===== src/rtl/des_pkg.sv =====
// Shared DES round constants: expansion/permutation tables, S-box contents and helpers.
// A table entry n selects source bit [W-n], so DES bit 1 is always the MSB.
package des_pkg;

  localparam int unsigned HALF_W = 32;
  localparam int unsigned KEY_W  = 48;
  localparam int unsigned SBOX_N = 8;

  typedef logic [HALF_W-1:0] half_t;
  typedef logic [KEY_W-1:0]  key_t;

  localparam int unsigned E_TAB [KEY_W] = '{
    32,  1,  2,  3,  4,  5,  4,  5,  6,  7,  8,  9,
     8,  9, 10, 11, 12, 13, 12, 13, 14, 15, 16, 17,
    16, 17, 18, 19, 20, 21, 20, 21, 22, 23, 24, 25,
    24, 25, 26, 27, 28, 29, 28, 29, 30, 31, 32,  1
  };

  localparam int unsigned P_TAB [HALF_W] = '{
    16,  7, 20, 21, 29, 12, 28, 17,  1, 15, 23, 26,  5, 18, 31, 10,
     2,  8, 24, 14, 32, 27,  3,  9, 19, 13, 30,  6, 22, 11,  4, 25
  };

  // Each box: four 16-nibble rows, row 0 column 0 in the top nibble.
  localparam logic [255:0] SBOX_TAB [SBOX_N] = '{
    256'hE4D12FB83A6C5907_0F74E2D1A6CB9538_41E8D62BFC973A50_FC8249175B3EA06D,
    256'hF18E6B34972DC05A_3D47F28EC01A69B5_0E7BA4D158C6932F_D8A13F42B67C05E9,
    256'hA09E63F51DC7B428_D709346A285ECBF1_D6498F30B12C5AE7_1AD069874FE3B52C,
    256'h7DE3069A1285BC4F_D8B56F03472C1AE9_A690CB7DF13E5284_3F06A1D8945BC72E,
    256'h2C417AB6853FD0E9_EB2C47D150FA3986_421BAD78F9C5630E_B8C71E2D6F09A453,
    256'hC1AF92680D34E75B_AF427C9561DE0B38_9EF528C3704A1DB6_432C95FABE17608D,
    256'h4B2EF08D3C975A61_D0B7491AE35C2F86_14BDC37EAF680592_6BD814A7950FE23C,
    256'hD2846FB1A93E50C7_1FD8A374C56B0E92_7B419CE206ADF358_21E74A8DFC90356B
  };

  function automatic key_t des_expand(input half_t r);
    key_t e;
    e = '0;
    for (int unsigned i = 0; i < KEY_W; i++) e[KEY_W-1-i] = r[HALF_W-E_TAB[i]];
    return e;
  endfunction

  function automatic half_t des_perm_p(input half_t s);
    half_t p;
    p = '0;
    for (int unsigned i = 0; i < HALF_W; i++) p[HALF_W-1-i] = s[HALF_W-P_TAB[i]];
    return p;
  endfunction

endpackage


===== src/rtl/des_sbox_bank.sv =====
// The eight S-boxes side by side: 48-bit address in, 32-bit substitution out, purely combinational.
module des_sbox_bank
  import des_pkg::*;
(
  input  key_t  addr_i,
  output half_t data_o
);

  des_sbox_rom #(.BOX(0)) S1_ROM (.addr_i(addr_i[47:42]), .data_o(data_o[31:28]));
  des_sbox_rom #(.BOX(1)) S2_ROM (.addr_i(addr_i[41:36]), .data_o(data_o[27:24]));
  des_sbox_rom #(.BOX(2)) S3_ROM (.addr_i(addr_i[35:30]), .data_o(data_o[23:20]));
  des_sbox_rom #(.BOX(3)) S4_ROM (.addr_i(addr_i[29:24]), .data_o(data_o[19:16]));
  des_sbox_rom #(.BOX(4)) S5_ROM (.addr_i(addr_i[23:18]), .data_o(data_o[15:12]));
  des_sbox_rom #(.BOX(5)) S6_ROM (.addr_i(addr_i[17:12]), .data_o(data_o[11:8]));
  des_sbox_rom #(.BOX(6)) S7_ROM (.addr_i(addr_i[11:6]),  .data_o(data_o[7:4]));
  des_sbox_rom #(.BOX(7)) S8_ROM (.addr_i(addr_i[5:0]),   .data_o(data_o[3:0]));

endmodule


===== src/rtl/des_sbox_rom.sv =====
// One DES S-box as a 64x4 ROM; BOX selects which of the eight tables.
module des_sbox_rom
  import des_pkg::*;
#(
  parameter int unsigned BOX = 0
) (
  input  logic [5:0] addr_i,
  output logic [3:0] data_o
);

  logic [5:0] idx;

  // Outer address bits pick the row, inner four the column; ~idx counts nibbles from the LSB.
  always_comb begin
    idx    = {addr_i[5], addr_i[0], addr_i[4:1]};
    data_o = SBOX_TAB[BOX][{~idx, 2'b00} +: 4];
  end

endmodule


===== src/rtl/des_feistel_round.sv =====
// Two-stage pipelined DES Feistel round with valid/ready on both sides.
// Stage 1 registers E(R)^K and the halves; stage 2 registers the (optionally swapped) result.
module des_feistel_round
  import des_pkg::*;
#(
  parameter bit SWAP_OUT = 1'b1
) (
  input  logic        clk,
  input  logic        rst,
  input  logic        in_valid,
  output logic        in_ready,
  input  logic [31:0] in_l,
  input  logic [31:0] in_r,
  input  logic [47:0] in_key,
  output logic        out_valid,
  input  logic        out_ready,
  output logic [31:0] out_l,
  output logic [31:0] out_r
);

  logic  s1_v_q, s2_v_q;
  logic  s1_adv, s2_adv;
  key_t  s1_addr_q, s1_addr_d;
  half_t s1_l_q, s1_r_q;
  half_t out_l_q, out_l_d, out_r_q, out_r_d;
  half_t sbo, f, l_xor_f;

  always_comb begin
    s2_adv    = !s2_v_q || out_ready;
    s1_adv    = !s1_v_q || s2_adv;
    s1_addr_d = des_expand(in_r) ^ in_key;
  end

  des_sbox_bank u_sbox_bank (
    .addr_i (s1_addr_q),
    .data_o (sbo)
  );

  always_comb begin
    f       = des_perm_p(sbo);
    l_xor_f = s1_l_q ^ f;
    if (SWAP_OUT) begin
      out_l_d = s1_r_q;
      out_r_d = l_xor_f;
    end else begin
      out_l_d = l_xor_f;
      out_r_d = s1_r_q;
    end
  end

  always_ff @(posedge clk or posedge rst) begin
    if (rst) begin
      s1_v_q    <= 1'b0;
      s1_addr_q <= '0;
      s1_l_q    <= '0;
      s1_r_q    <= '0;
    end else if (s1_adv) begin
      s1_v_q <= in_valid;
      if (in_valid) begin
        s1_addr_q <= s1_addr_d;
        s1_l_q    <= in_l;
        s1_r_q    <= in_r;
      end
    end
  end

  always_ff @(posedge clk or posedge rst) begin
    if (rst) begin
      s2_v_q  <= 1'b0;
      out_l_q <= '0;
      out_r_q <= '0;
    end else if (s2_adv) begin
      s2_v_q <= s1_v_q;
      if (s1_v_q) begin
        out_l_q <= out_l_d;
        out_r_q <= out_r_d;
      end
    end
  end

  assign in_ready  = s1_adv;
  assign out_valid = s2_v_q;
  assign out_l     = out_l_q;
  assign out_r     = out_r_q;

endmodule


===== config.mk =====
export PLATFORM = sky130hd
export DESIGN_NAME = des_feistel_round
export DESIGN_NICKNAME = d
export VERILOG_FILES = /design/src/rtl/des_pkg.sv /design/src/rtl/des_sbox_bank.sv /design/src/rtl/des_sbox_rom.sv /design/src/rtl/des_feistel_round.sv
export SDC_FILE = /design/constraint.sdc
export NUM_CORES = 1
export LEC_CHECK = 0
export ABC_AREA = 1
export CORE_ASPECT_RATIO = 1.1
export CORE_UTILIZATION = 45
export DETAILED_ROUTE_END_ITERATION = 10
export PLACE_DENSITY_LB_ADDON = 0.3
export SLEW_MARGIN = 20
export SYNTH_ARGS = -nofsm -noshare
export SYNTH_HDL_FRONTEND = slang
export SYNTH_SLANG_ARGS = --single-unit

===== constraint.sdc =====
create_clock -name clk -period 5.7 [get_ports clk]
set_input_delay 1.14 -clock clk [delete_from_list [all_inputs] [get_ports clk]]
set_output_delay 1.14 -clock clk [all_outputs]
set_load 0.02 [all_outputs]

# Word level (Yosys, flattened, before mapping)
# Index checks and enable logic that the tools add are counted.
totals:
  word_cells: 31
  ff_bits: 178
  output_inout_bits: 66
  in_bits: 116
classes:
  shift: 8
  bitwise: 10
  n_reduce_logical: 6
ops:
  columns: ["cell", "count"]
  rows:
  - ["$shiftx 256x9->4 const A", 8]
  - ["$not 6->6", 8]
  - ["$xor 48x48->48", 1]
  - ["$xor 32x32->32", 1]
  - ["$reduce_and 2->1", 2]
  - ["$logic_not 1->1", 2]
  - ["$logic_or 1x1->1", 2]

# Longest topological paths before layout
depth:
  depth_word: 4
  ltp_mapped: 14
  depth_no_buf: 14

# Hierarchy
# From an unflattened synthesis, not the netlist that was laid out.
hier_totals:
  cells_unflattened: 2043
  hier_area_um2: 13001.2
modules_own_cells:
  columns: ["module", "seq_area_each_um2", "area_per_inst_um2", "cells_each", "instances"]
  rows:
  - ["des_feistel_round", 4454.3, 8216.6, 1117, 1]
  - ["des_sbox_rom at u_sbox_bank.S2_ROM", 0.0, 653.1, 128, 1]
  - ["des_sbox_rom at u_sbox_bank.S3_ROM", 0.0, 624.3, 120, 1]
  - ["des_sbox_rom at u_sbox_bank.S6_ROM", 0.0, 624.3, 118, 1]
  - ["des_sbox_rom at u_sbox_bank.S1_ROM", 0.0, 601.8, 119, 1]
  - ["des_sbox_rom at u_sbox_bank.S8_ROM", 0.0, 600.6, 115, 1]
  - ["des_sbox_rom at u_sbox_bank.S5_ROM", 0.0, 593.1, 110, 1]
  - ["des_sbox_rom at u_sbox_bank.S7_ROM", 0.0, 561.8, 111, 1]
  - ["des_sbox_rom at u_sbox_bank.S4_ROM", 0.0, 525.5, 105, 1]

# Worst setup path after synthesis
# OpenSTA, ideal clock, no wires.
synth_path:
  kind: "input to output"
  start: "input port out_ready"
  end: "output port in_ready"
  setup_slack_ns: 3.216
  arrival_time_ns: 1.344
  path_buffers: 0
  required_ns: 4.560
  cell_stages: 2
  cell_sequence: "inv_1 -> nand3_2"
synth_between:
  elab_chain_len: 2
synth_lines:
  columns: ["element", "line_no", "source"]
  rows:
  - ["start: declaration", "des_feistel_round.sv:16", "input logic out_ready,"]
  - ["$logic_or 1x1->1", "des_feistel_round.sv:29", "s2_adv = !s2_v_q || out_ready;"]
  - ["$logic_or 1x1->1", "des_feistel_round.sv:30", "s1_adv = !s1_v_q || s2_adv;"]
  - ["end: declaration", "des_feistel_round.sv:11", "output logic in_ready,"]
# No other way between the ends.

# Worst setup path after layout
# Ends and elaborated chain as after synthesis.

==> key figures <==
Synth
  • Simple-gate area share of the yosys netlist: roughly 32%
  • Syn Nets: roughly 1.8k
  • Post-synthesis adder-cell area fraction: ~6.6%
  • Post-synthesis xor/xnor area fraction: about 3.7%
  • Largest family of logic cells by synthesized area: simple AND/OR/NAND/NOR gates
  • Synth Instances: 1646
  • Mapped Avg Cell Area: ~7 um2
  • Netlist cell types: 30
  • FF+latch count, synth: around 180
  • Compound-gate portion of the synthesized area: 11.3%
  • Yosys warnings: 0
  • Multiplexer share of the synthesized area: 0%
  • Mapped cell area: approximately 0.012 mm2
  • Sequential fraction of the synthesis area: a little under two fifths

Timing
  • RSZ-0062 raised after global routing: no
  • Hold_ws: roughly 0.47 ns
  • Final setup TNS: 0 ns
  • Least-Margin Pin Slew: 0.983 ns
  • Max_slew headroom: 34.5%
  • Final period util: roughly three fifths
  • Post-route minimum period: approximately 3.5 ns
  • Fin. max-slew vios: 0
  • F_max: approximately 0.29 GHz
  • Clk_skew: about 0.0098 ns
  • Final Hold Viols: 0
  • Final setup viols: 0

Worst setup path
  • WP data arrival: 2.36 ns
  • CP Max Fanout: 3
  • CP peak stage delay: just over 0.6 ns
  • Crit-path cells: clkdlybuf4s50_1 > inv_1 > nand3_2 > clkdlybuf4s50_1
  • CP Data Required Time: about 4.6 ns
  • Delay-heaviest family, CP: buffers and inverters
  • Critical path endpoint category: output port
  • Worst path slowest cell: clkdlybuf4s50_1
  • Critical path's most frequent cell: clkdlybuf4s50_1
  • Worst path bufs/invs: 3
  • Setup crit start kind: input pin
  • Critical path class: in -> out

Placed design
  • I/O Buffers: 181
  • Routability cong.: around 0.92
  • DP Wirelength: a little over 20 mm

Clock tree
  • H-tree Lvls: 4
  • CTS Hold Bufs: 0
  • Clock sink count: 178
  • Reg clk slew, reported paths: 0.07 ns
  • Setup Buffers After CTS: 0
  • Worst-skew pair later-pin latency: about 0.43 ns
  • TritonCTS clock tree: yes
  • Clock buffer depth: 2
  • Clk root buf: clkbuf_16
  • CTS buffer count: 17
  • Post-CTS sizing: 0

Die
  • FP Rows: 61
  • Io pins: between 150 and 200
  • Core ar.: 0.0255 mm2
  • Starting Density: 46.1%
  • Die ar.: 0.0267 mm2
  • Die outline height: roughly 170 um
  • Die X: around 160 um

Route
  • Vias: between 10k and 15k
  • Drt first-iter violations: roughly 800
  • Final WL: between 20 and 30 mm
  • TritonRoute pass-1 iters: 7
  • DRC violations left: 0
  • WL per Instance: between 10 and 15 um
  • Via-to-Cell Ratio: about 5.2
  • Remaining antenna violation count after routing: 0

Cells and area
  • Fin nets: approximately 2.0k
  • Filler cells: approximately 2.4k
  • Proportion of layout cells with a drive suffix above 1: a little under 4%
  • # diodes: 0
  • Synth-to-layout area growth: 20.4%

Min path
  • Min-Delay Path Class: reg -> reg

Power
  • Peak VDD IR: between 0.00015 and 0.0002 V
  • Leak Pwr: between 6 and 7 nW
  • Total power: ~5.4 mW
  • Cell Pwr Density: 379 mW/mm2

Flow run
  • Max_cap viols: 0

Global routing
  • First-pass GRT wire length: roughly 50 mm
  • Vias in the first global route: 10.2k
  • Pin count of the biggest net entering global routing: about 180
  • Initial antenna violation count: 0
  • Gr usage total: a little under a quarter
  • GRT overflow: 0

Run status
  • Status: complete, no violations
[synthesized netlist by cell type (all sizes together)]
cell      n  area [um2]
a21boi    1        7.51
a21oi    24         128
buf      58         415
clkbuf   20        75.1
clkinv    1        3.75
dfrtp   178        4450
ha       62         776
inv     133         499
nand2   603        2290
nand3   262        1340
nand3b    1        7.51
nand4     1        6.26
nor2     25        93.8
nor3      1        5.00
o211ai   27         208
o21ai   196         988
or2       4        25.0
xnor2    48         420
xor2      1        8.76
[registers in the layout (all words and copies together), names as in the netlist]
name / flops
out_l: 32
out_l_d: 32
out_r: 32
out_valid: 1
s1_addr_q: 48
s1_l_q: 32
s1_v_q: 1
[placed cells by master (no fill, tap or decap), types with 4 or more instances in the layout]
master           Yosys  routed
a21oi_1             22      22
clkbuf_16            0      17
clkdlybuf4s50_1      0     181
clkinv_2             0       4
dfrtp_1            178     178
ha_1                62      62
inv_1              120     118
inv_2               13      13
inv_6                0       6
nand2_1            598     597
nand2_4              2       4
nand3_1            257     257
nand3_2              5       5
nor2_1              25      25
o211ai_1            26      26
o21ai_0            181     181
o21ai_1             13      13
or2_2                4       4
xnor2_1             48      48
[worst reg2reg max path, cell delays in order, from the launching register on]
cell	delay [ns]
dfrtp_1	0.40
nand3_2	0.13
nand2_4	0.08
clkinv_2	0.71
buf_4	0.60
nand2_1	0.14
o21ai_0	0.10
[where the power goes]
part           internal [mW]  switching, mW  total, mW
combinational          0.934           1.34       2.27
clock                  0.654          0.536       1.19
sequential              1.57          0.336       1.90
total                   3.15           2.21       5.36
[routing by layer]
| metal | vias to the layer above | global-route usage [%] | share of wire (%) |
|---|---|---|---|
| met2 | 380 | 38.1 | 48 |
| met1 | 5090 | 29.7 | 44 |
| li1 | 5601 | - | - |
| met3 | 34 | 4.43 | 6.4 |
| met5 | - | 0 | 0 |
| met4 | 0 | 6.18 | 1.3 |
[kinds of logic (layout without fill, tap and decap cells)]
| logic type | count (synthesis) | after routing |
|---|---|---|
| AO/OA/AOI/OAI | 248 | 248 |
| adder cells (fa/ha/maj) | 62 | 62 |
| buffers and inverters | 212 | 351 |
| flip-flops | 178 | 178 |
| XOR/XNOR | 49 | 49 |
| AND/OR/NAND/NOR | 897 | 897 |
[layout make-up]
cell class / instances / area (um2) / share of cell area, %
tap: 346 / 433 / 3.06
clock inverter: 14 / 153 / 1.08
timing repair buffer: 185 / 1850 / 13.1
sequential: 178 / 4450 / 31.5
multi-input combinational: 1256 / 6310 / 44.6
clock buffer: 18 / 429 / 3.04
inverter: 134 / 508 / 3.59
[final timing paths]
| path | start | end | slack [ns] | cells past startpoint |
|---|---|---|---|---|
| setup / recovery | out_ready | in_ready | 2.20 | 4 |
| hold / removal | out_l_d[31]$_DFFE_PP0P_ | out_l[31]$_DFFE_PP0P_ | 0.47 | 2 |
| setup reg to reg | s1_v_q$_DFFE_PP0N_ | s1_l_q[11]$_DFFE_PP0P_ | 3.40 | 6 |
| hold reg to reg | out_l_d[31]$_DFFE_PP0P_ | out_l[31]$_DFFE_PP0P_ | 0.47 | 2 |
| max in group asynchronous | rst | out_l[30]$_DFFE_PP0P_ | 3.67 | 3 |
| min in group asynchronous | rst | out_l_d[11]$_DFFE_PP0P_ | 1.27 | 3 |
[per-stage QoR]
stage	utilization [%]	setup WS [ns]	instances	cell area (um2)
5_1_grt	55.5	2.17	2131	14100
3_5_place_dp	53.2	2.13	2099	13600
3_3_place_gp	53.2	2.22	2099	13600
4_1_cts	55.5	2.20	2131	14100
6_report	55.5	2.20	2131	14100
2_1_floorplan	-	2.28	1646	11700
Note: power is estimated with default switching activity, not from simulation.
==> patch, RTL diff (same flow settings) <==
Change the parameter `SWAP_OUT` from 1'b1 to 1'b0.
--- a/src/rtl/des_feistel_round.sv
+++ b/src/rtl/des_feistel_round.sv
@@ -3,7 +3,7 @@
 module des_feistel_round
   import des_pkg::*;
 #(
-  parameter bit SWAP_OUT = 1'b1
+  parameter bit SWAP_OUT = 1'b0
 ) (
   input  logic        clk,
   input  logic        rst,
Formal check against the unedited RTL: not equivalent (Yosys sat finds a counterexample within 4 cycles, from zero or initial values and one cycle with rst high).
==> patch against the unedited design <==
- final area about the same
- sequential cell count unchanged
- area after synthesis down 0.39%
- power about the same
- global-route usage grew 0.61 points
- setup slack lost 60 ps
- wire length grew 0.88%
- largest power group unchanged
==> patch: results <==
export IMPL_r2r_end="out_l[30]$_DFFE_PP0P_"
export IMPL_hp_class="flop to flop"
export IMPL_r2r_setup_slack_ps=3480
export IMPL_slew_violations=0
export IMPL_clkLatencyLatePin_ps=440
export IMPL_leakagePower_uw=0.00678
export IMPL_worstMarginPinSlew_ps=1040
export IMPL_dr_first_iter_drc_count=802
export IMPL_cts_resized=0
export IMPL_synthTopCellsByArea="dfrtp_1 (38%), nand2_1 (18%), nand3_1 (10%), o21ai_0 (8.3%), ha_1 (6.6%)"
export IMPL_ir_worst_vdd_uv=165
export IMPL_synthArstFlopShare=1.00
export IMPL_post_cts_buffers=0
export IMPL_portBuffers=181
export IMPL_clk_pin_slew_ps=70
export IMPL_status="complete, no violations"
export IMPL_cts_buffers=17
export IMPL_grt_pass1_vias=10214
export IMPL_via_per_inst=5.16
export IMPL_hold_start="out_r_d[31]$_DFFE_PP0P_"
export IMPL_rr_worst_depth=12
export IMPL_crit_arrival_ps=2420
export IMPL_synth_seq_area_share=0.381
export IMPL_cts_root_buf="clkbuf_16"
export IMPL_top_register="s1_addr_q"
export IMPL_yosysUniqueCellTypes=30
export IMPL_drt_first_pass_iters=5
export IMPL_yosys_top_cells_count="nand2_1 (574), nand3_1 (243), o21ai_0 (194)"
export IMPL_grt_pass1_wl_mm=50.1
export IMPL_place_congestion=0.917
export IMPL_clockBufferDepth=2
export IMPL_hold_path_endpoint="out_r[31]$_DFFE_PP0P_"
export IMPL_largest_register_ffs=48
export IMPL_wirelength_mm=29.7
export IMPL_clock_skew_ps=12.0
export IMPL_worstReg2RegStart="s1_addr_q[37]$_DFFE_PP0P_"
export IMPL_synth_nets=1825
export IMPL_cts_max_level=4
export IMPL_grt_start_max_net_pins=179
export IMPL_drive_above_1_share=0.0359
export IMPL_grtUsageTotal=0.233
export IMPL_antenna_found_initial=1
export IMPL_yosysWarnings=0
export IMPL_worst_path_max_fanout=3
export IMPL_dp_hpwl_mm=20.2
export IMPL_hold_path_depth=2
export IMPL_final_nets=1947
-- patch: changes by cell type after synthesis, sizes merged --
cell	unedited run	this run
nand2	603	579
nand3	262	243
nor2	25	38
o21ai	196	207
clkbuf	20	26
a21oi	24	29
nand3b	1	4
nand4	1	4
and2	0	2
buf	58	56
or2	4	6
inv	133	134
-- patch: per-layer routing --
| metal | up-vias | global-route usage | wire length [um] |
|---|---|---|---|
| met2 | 261 | 0.388 | 14300 |
| met3 | 28 | 0.0344 | 1150 |
| met5 | - | 0 | 0 |
| met1 | 5095 | 0.317 | 14000 |
| li1 | 5603 | - | - |
| met4 | 0 | 0.0588 | 311 |
-- patch: how the worst max path moves through the flow --
stage                     startpoint                    to  slack, ps  cells after the start
final                      out_ready              in_ready       2140                      4
after global routing       out_ready              in_ready       2100                      4
after global placement     out_ready              in_ready       2150                      4
after CTS                  out_ready              in_ready       2130                      4
after floorplan                  rst  out_l[0]$_DFFE_PP0P_       2280                      1
after detailed placement   out_ready              in_ready       2140                      4
-- patch: area by class of cell --
class	count	area (um2)
fillers	2433	11300
multi-input cells	1252	6280
flip-flops and latches	178	4450
repair buffers	185	1850
inverters	135	513
clock buffers	18	439
well taps	346	433
clock inverters	14	153
diodes	1	2.50
-- patch: cell families (layout without fill, tap and decap cells) --
family | count (synthesis) | after routing | synth area share
AO/OA/AOI/OAI | 264 | 264 | 0.120
XOR/XNOR | 49 | 49 | 0.0367
adder cells (fa/ha/maj) | 62 | 62 | 0.0663
buffers and inverters | 217 | 352 | 0.0836
flip-flops | 178 | 178 | 0.381
other | 0 | 1 | 0
AND/OR/NAND/NOR | 877 | 877 | 0.313
-- patch: stage by stage --
step / instances / power (uW) / instance area, um2 / setup slack (ps) / hold WS, ps
global placement: 2096 / 4140 / 13500 / 2150 / 460
floorplan: 1647 / 3390 / 11700 / 2280 / 442
finish: 2129 / 5360 / 14100 / 2140 / 480
CTS: 2128 / 5400 / 14100 / 2130 / 483
global route: 2129 / 5790 / 14100 / 2100 / 497
detailed placement: 2096 / 4170 / 13500 / 2140 / 463
-- patch: power by group --
group	total, uW	switching, uW	internal, uW
clock network	1200	539	664
registers	1890	328	1570
logic	2260	1330	931
-- patch: critical path: stages --
cell and delay (ps):
clkdlybuf4s50_1 460, inv_1 50, nand3_1 140, clkdlybuf4s50_1 630
